**config.mk**
```make
export PLATFORM = sky130hd
export DESIGN_NAME = stream_read_sequencer
export DESIGN_NICKNAME = d
export VERILOG_FILES = /design/src/rtl/stream_read_sequencer.sv
export SDC_FILE = /design/constraint.sdc
export NUM_CORES = 1
export LEC_CHECK = 0
export ABC_CLOCK_PERIOD_IN_PS = 8400
export CAP_MARGIN = 20
export CORE_UTILIZATION = 29
export DETAILED_ROUTE_END_ITERATION = 7
export HOLD_SLACK_MARGIN = 0.08
export PLACE_DENSITY = 0.52
export SLEW_MARGIN = 5
export SYNTH_ARGS = -nofsm -noshare
export SYNTH_HDL_FRONTEND = slang
export SYNTH_SLANG_ARGS = --single-unit
```
**constraint.sdc**
```tcl
create_clock -name clk -period 8.4 [get_ports clk]
set_clock_uncertainty 0.2 [all_clocks]
set_input_delay 1.68 -clock clk [delete_from_list [all_inputs] [get_ports clk]]
set_output_delay 1.68 -clock clk [all_outputs]
set_load 0.005 [all_outputs]
```
**src/rtl/stream_read_sequencer.sv**
```systemverilog
// Read-side sequencer for the streaming register file: issues SRF reads for a
// requested beat count and returns the vectors to a slice over valid/ready.
module stream_read_sequencer #(
  parameter int NUM_STREAM_ID       = 5,
  parameter int MIN_VEC_LENGTH      = 16,
  parameter int NUM_TILES_PER_SLICE = 20,
  parameter int FIFO_DEPTH          = 4,
  parameter int LEN_W               = 8
) (
  input  logic                      clk,
  input  logic                      rst,
  input  logic                      req_valid,
  output logic                      req_ready,
  input  logic [NUM_STREAM_ID-1:0]  req_stream_id,
  input  logic [LEN_W-1:0]          req_length,
  output logic [NUM_STREAM_ID-1:0]  srf_stream_id,
  output logic                      srf_rd_en,
  input  logic [MIN_VEC_LENGTH-1:0] srf_data [NUM_TILES_PER_SLICE],
  output logic                      out_valid,
  input  logic                      out_ready,
  output logic [MIN_VEC_LENGTH-1:0] out_data [NUM_TILES_PER_SLICE],
  output logic                      out_last,
  output logic                      busy,
  output logic                      done
);

  localparam int PTR_W = $clog2(FIFO_DEPTH);
  localparam int CNT_W = PTR_W + 1;

  typedef enum logic [1:0] {
    IDLE  = 2'd0,
    ISSUE = 2'd1,
    DRAIN = 2'd2
  } state_t;

  state_t state_q, state_d;

  logic [NUM_STREAM_ID-1:0] id_q;
  logic [LEN_W-1:0]         remaining_q;
  logic [CNT_W-1:0]         outstanding_q;

  logic cap_vld_p0;
  logic cap_last_p0;

  logic [PTR_W-1:0] wr_ptr_q;
  logic [PTR_W-1:0] rd_ptr_q;
  logic [CNT_W-1:0] count_q;

  logic [MIN_VEC_LENGTH-1:0] data_mem [FIFO_DEPTH][NUM_TILES_PER_SLICE];
  logic                      last_mem [FIFO_DEPTH];

  logic accept;
  logic can_issue;
  logic issue;
  logic issue_last;
  logic push;
  logic pop;
  logic fifo_empty;
  logic drained;

  // outstanding counts FIFO occupancy plus reads still in the capture pipe,
  // so bounding it by FIFO_DEPTH is the whole overflow protection.
  assign accept     = req_valid && req_ready;
  assign can_issue  = outstanding_q < CNT_W'(FIFO_DEPTH);
  assign issue      = (state_q == ISSUE) && can_issue;
  assign issue_last = issue && (remaining_q == LEN_W'(1));
  assign fifo_empty = (count_q == '0);
  assign drained    = (outstanding_q == '0) && fifo_empty;
  assign push       = cap_vld_p0;
  assign pop        = out_valid && out_ready;

  always_ff @(posedge clk) begin
    if (!rst) begin
      state_q <= IDLE;
    end else begin
      state_q <= state_d;
    end
  end

  always_comb begin
    state_d = state_q;
    unique case (state_q)
      IDLE: begin
        if (accept) begin
          state_d = (req_length == '0) ? DRAIN : ISSUE;
        end
      end
      ISSUE: begin
        if (issue_last) begin
          state_d = DRAIN;
        end
      end
      DRAIN: begin
        if (drained) begin
          state_d = IDLE;
        end
      end
      default: state_d = IDLE;
    endcase
  end

  always_comb begin
    req_ready     = 1'b0;
    busy          = 1'b0;
    srf_rd_en     = 1'b0;
    srf_stream_id = '0;
    done          = 1'b0;
    unique case (state_q)
      IDLE: begin
        req_ready = rst;
      end
      ISSUE: begin
        busy          = 1'b1;
        srf_stream_id = id_q;
        srf_rd_en     = can_issue;
      end
      DRAIN: begin
        busy          = 1'b1;
        srf_stream_id = id_q;
        done          = drained;
      end
      default: begin
        req_ready = 1'b0;
      end
    endcase
  end

  always_ff @(posedge clk) begin
    if (!rst) begin
      id_q        <= '0;
      remaining_q <= '0;
    end else if (accept) begin
      id_q        <= req_stream_id;
      remaining_q <= req_length;
    end else if (issue) begin
      remaining_q <= remaining_q - LEN_W'(1);
    end
  end

  always_ff @(posedge clk) begin
    if (!rst) begin
      outstanding_q <= '0;
    end else begin
      unique case ({issue, pop})
        2'b10:   outstanding_q <= outstanding_q + CNT_W'(1);
        2'b01:   outstanding_q <= outstanding_q - CNT_W'(1);
        default: outstanding_q <= outstanding_q;
      endcase
    end
  end

  // ---- stage p0: SRF read issued last cycle, its data arrives this cycle ----
  always_ff @(posedge clk) begin
    if (!rst) begin
      cap_vld_p0  <= 1'b0;
      cap_last_p0 <= 1'b0;
    end else begin
      cap_vld_p0  <= issue;
      cap_last_p0 <= issue_last;
    end
  end

  always_ff @(posedge clk) begin
    if (!rst) begin
      wr_ptr_q <= '0;
      rd_ptr_q <= '0;
      count_q  <= '0;
    end else begin
      if (push) begin
        wr_ptr_q <= wr_ptr_q + PTR_W'(1);
      end
      if (pop) begin
        rd_ptr_q <= rd_ptr_q + PTR_W'(1);
      end
      unique case ({push, pop})
        2'b10:   count_q <= count_q + CNT_W'(1);
        2'b01:   count_q <= count_q - CNT_W'(1);
        default: count_q <= count_q;
      endcase
    end
  end

  always_ff @(posedge clk) begin
    if (push) begin
      data_mem[wr_ptr_q] <= srf_data;
      last_mem[wr_ptr_q] <= cap_last_p0;
    end
  end

  // ---- output stage: FIFO head presented to the slice ----
  assign out_valid = !fifo_empty;
  assign out_data  = data_mem[rd_ptr_q];
  assign out_last  = !fifo_empty && last_mem[rd_ptr_q];

endmodule

```
After elaboration in Yosys (flattened, before gate mapping) --
Memory sizes are Yosys's and may differ from the RTL's. A register that Yosys moved wholly into a read port is not among the register bits. Cells that the tools add are included.
Word-level totals: bits in registers 27, RAM bits 1284, output and inout port bits 331, memories 2
Operators by class: add/sub/neg operators 7, $lt $le $gt $ge 1, equal/unequal tests 10, mux-type cells 20, reductions and logical operators 16
Memories:
- data_mem | words 4, width 320, read ports 1, clocked after Yosys merged registers in 1, wr ports 1, line 49 | logic [MIN_VEC_LENGTH-1:0] data_mem [FIFO_DEPTH][NUM_TILES_PER_SLICE];
- last_mem | words 4, width 1, read ports 1, clocked after Yosys merged registers in 1, wr ports 1, line 50 | logic last_mem [FIFO_DEPTH];
Operator list (count):
- $mux W2 | 8
- $mux W8 | 2
- $pmux W3 S2 | 2
- $eq A8 B1 Y1 const B | 1
- $logic_not A8 Y1 | 1
- $sub A8 B1 Y8 const B | 1
- $add A3 B1 Y3 const B | 2
- $eq A2 B1 Y1 const B | 3
- $eq A2 B2 Y1 const B | 3
- $logic_and A1 B1 Y1 | 6
- $logic_not A3 Y1 | 2
- $mux W1 | 6
- $ne A2 B2 Y1 const B | 3
- $pmux W2 S3 | 1
- $reduce_bool A2 Y1 | 3
- $sub A3 B1 Y3 const B | 2
- $mux W5 | 1
- $add A2 B1 Y2 const B | 2
- $lt A3 B3 Y1 const B | 1
- $reduce_and A3 Y1 | 1
- $logic_not A2 Y1 | 1
- $reduce_or A2 Y1 | 1
- $logic_not A1 Y1 | 1

Longest topological paths before layout --
depth after elaboration 5, gate-level depth with buffers 9, depth with buffers taken out 9

Worst setup path before layout --
No wires, ideal clock.
kind reg-to-reg, from register wr_ptr_q[0], to memory data_mem[0][0] (netlist name), enable pin, setup time 0.723 ns, data arrival time 7.800 ns, slack -0.322 ns, stages on the path, launching flop included 4, cells stage by stage dfxtp_1 -> inv_1 -> ha_1 -> and2_1
RTL lines:
- start, declared | line 45 | logic [PTR_W-1:0] wr_ptr_q;
- start signal, assigned | line 170 | wr_ptr_q <= wr_ptr_q + PTR_W'(1);
- end, declared | line 49
No word-level cell before the write port.

==> impl_metrics.yaml <==
worst_setup_path:
  path_class: "reg2out"
  cp.required_ns: 6.52
  endpoint_kind: "output pin"
  critPathTopFamily: "buffers and inverters"
  cp_slowest_cell: "dfxtp_4"
  rrSetupSlack_ns: 5.02
  path_cells: "buf_4 > mux4_2 > clkdlybuf4s50_1"
  crit_fanout: 67
  cp-start-kind: "flop"
  worstRegToRegCells: 5
  critPathArrivalTime_ns: 3.65
  cp_num_buf_inv: 2
  slowest_delay_ns: 0.91
  rr_endpoint: "data_mem[0][255]"
  rr_startpoint: "wr_ptr_q[0]"
grt:
  grt_pass1_wl_mm: 160
  grt_max_degree: 157
  grt_use_total_pct: 13.2
  antenna_found_initial: 23
  grt_pass1_vias: 23800
  grt_remaining_overflow: 0
route:
  drc: 0
  dr.pass1.iters: 4
  via_per_inst: 4.45
  drt_first_iter_violations: 1189
  antenna_left: 0
  vias: 21800
  totalWireLength_mm: 112
  wl_per_cell_um: 22.7
pwr:
  intPower_uw: 12900
  p_leak_uw: 0.0188
  p_total_uw: 16800
  clock_power_share_pct: 36.0
  power.share.sequential_pct: 45.8
  p_per_area_nw_per_um2: 272
  p_sw_uw: 3910
  sw_frac_of_total_pct: 23.3
  peakVddDrop_mv: 0.178
  p_comb_share_pct: 18.3
finish:
  n_fill_cell: 14500
  stdcell_count: 4906
  final_core_util_pct: 37.8
  fin_nets: 2959
  seqCellArea_sq_um: 39100
  design_area_sq_um: 61600
  drive_gt1_share_pct: 20.5
  areaGrowthSynthToFinish_pct: 29.4
  multiInputGateArea_sq_um: 8070
worst_hold_path:
  whs_path_depth: 2
  min_from: "id_q[1]"
  hold_class: "reg2reg"
  min_to: "id_q[1]"
floorplanning:
  dieWidth_um: 407
  ios: 668
  die_y_um: 407
  initial_utilization_pct: 29.2
  core-area_sq_um: 163000
  dieArea_sq_um: 166000
  placementRows: 148
logic_synthesis:
  synth_compound_area_share_pct: 0.313
  synth_warnings: 0
  synth.top_cell.area_share_pct: 81.0
  yosys.area_share.simple_pct: 0.797
  ys_types: 37
  synthTopCellsByArea: "edfxtp_1 81%, mux4_2 15%, dfxtp_1 1.2%, clkbuf_1 0.29%, ha_1 0.29%"
  netlist_instances: 1851
  yosysTopAreaCell: "edfxtp_1"
  synthArstFlopShare_pct: 0
  yosysSeqAreaShare_pct: 82.3
  avgSynthCellArea_sq_um: 25.7
  synth_ff_type: "edfxtp_1"
  mappedNetlistArea_sq_um: 47600
  ys_ff_latch: 1313
  synth_top_family_by_area: "multiplexers"
  yosysMostFrequentCell: "edfxtp_1"
  syn_nets: 2201
  netlist_top_cells_count: "1284 x edfxtp_1, 321 x mux4_2, 37 x clkbuf_1"
  synth_edf_count: 1284
  synthMuxAreaShare_pct: 15.2
  synthXorXnorAreaFrac_pct: 0.221
  synth_adder_area_share_pct: 0.373
sta:
  worst_pin_slew_ns: 1.39
  setup_viol_count_final: 0
  slew_viol_final: 0
  setup_tns_ns: 0
  rsz0062_at_grt: "no"
  max_freq_mhz: 181
  final_min_period_over_clock_period_pct: 65.8
  finalHoldViolCount: 0
  period_needed_ns: 5.53
  slew-limit-headroom_pct: 7.44
placement:
  place_hpwl_mm: 69.1
  place_area_sq_um: 57000
  io_buffers: 667
  routabilityCongestion: 0.758
  place_inst: 4638
clock_tree:
  cts_resized: 0
  cts.path.max_buffers: 3
  clock_sinks: 1313
  cts_buffers: 143
  root_buffer: "clkbuf_16"
  clk_latency_ns: 0.74
  cts_tree: "built"
  htree_num_levels: 4
  post_cts_buffers: 0
  clk_pin_slew_ns: 0.06
  hold_buffers: 0
job:
  maxCapViolations: 0
run_status:
  outcome: "finished, final reports clean"
worst max path at each step:
stage | start | cells past startpoint | slack, ns | endpoint
3_3_place_gp | rst | 3 | 3.42 | req_ready
6_report | flop | 3 | 2.87 | out_data[251]
4_1_cts | flop | 3 | 2.73 | out_data[251]
5_1_grt | flop | 3 | 2.63 | out_data[251]
3_5_place_dp | rst | 3 | 3.45 | req_ready
2_1_floorplan | wr_ptr_q[0] | 3 | 3.30 | data_mem[2][0]
layer usage:
layer	share of wire, %	global-route usage [%]	vias to the layer above
li1	-	-	9511
met1	37	14.9	11600
met2	53	23.0	553
met3	7.2	4.40	197
met4	2.8	4.70	26
met5	0.16	0	-
metrics by stage:
| step | worst slack [ns] | hold WS (ns) |
|---|---|---|
| after floorplan | 3.30 | 0.229 |
| after global placement | 3.42 | 0.244 |
| after detailed placement | 3.45 | 0.254 |
| after CTS | 2.73 | 0.262 |
| after global routing | 2.63 | 0.290 |
| final | 2.87 | 0.263 |
registers in the layout (all words and copies together), names as in the netlist, named ones only:
signal / cells
remaining_q: 8
state_q: 2
wr_ptr_q: 2
rd_ptr_q: 2
cap_last_p0: 1
id_q: 5
data_mem: 1280
cap_vld_p0: 1
outstanding_q: 3
last_mem: 4
count_q: 3
layout make-up:
class | count | area share (%)
flip-flops and latches | 1313 | 63.6
multi-input cells | 444 | 13.1
repair buffers | 691 | 11.4
clock buffers | 182 | 6.27
well taps | 2175 | 4.42
clock inverters | 77 | 1.12
inverters | 16 | 0.0975
diodes | 8 | 0.0325
layout by cell type (no fill, tap or decap), types with 13 or more instances in the layout:
cell	Yosys	layout
clkbuf_16	0	148
nor2_1	21	21
dfxtp_1	29	27
clkinv_2	0	23
clkinv_1	0	28
buf_4	0	13
nand2_1	17	17
clkbuf_1	37	31
inv_1	16	16
edfxtp_1	1284	1284
mux4_2	321	321
clkdlybuf4s50_1	0	667
cells by family after synthesis:
| kind of cell | Yosys count |
|---|---|
| flops | 1313 |
| mux | 323 |
| buf+inv | 94 |
| simple gates | 74 |
| compound gates | 22 |
| fa+ha+maj | 13 |
| xor+xnor | 12 |
power by group through the flow:
stage	sequential [uW]	clock [uW]	combinational (uW)
after floorplan	7800	0	1430
after global placement	7820	0	3070
after detailed placement	7850	0	3100
after CTS	7710	6240	3110
after global routing	7700	6460	3290
final	7670	6030	3060
worst register-to-register path, stage by stage (launching register included):
cell     delay, ns
dfxtp_1       0.34
inv_1         0.09
ha_1          0.15
and2_4        0.62
buf_4         0.74
buf_4         0.83
No activity file was read; power rests on OpenSTA's default activity.
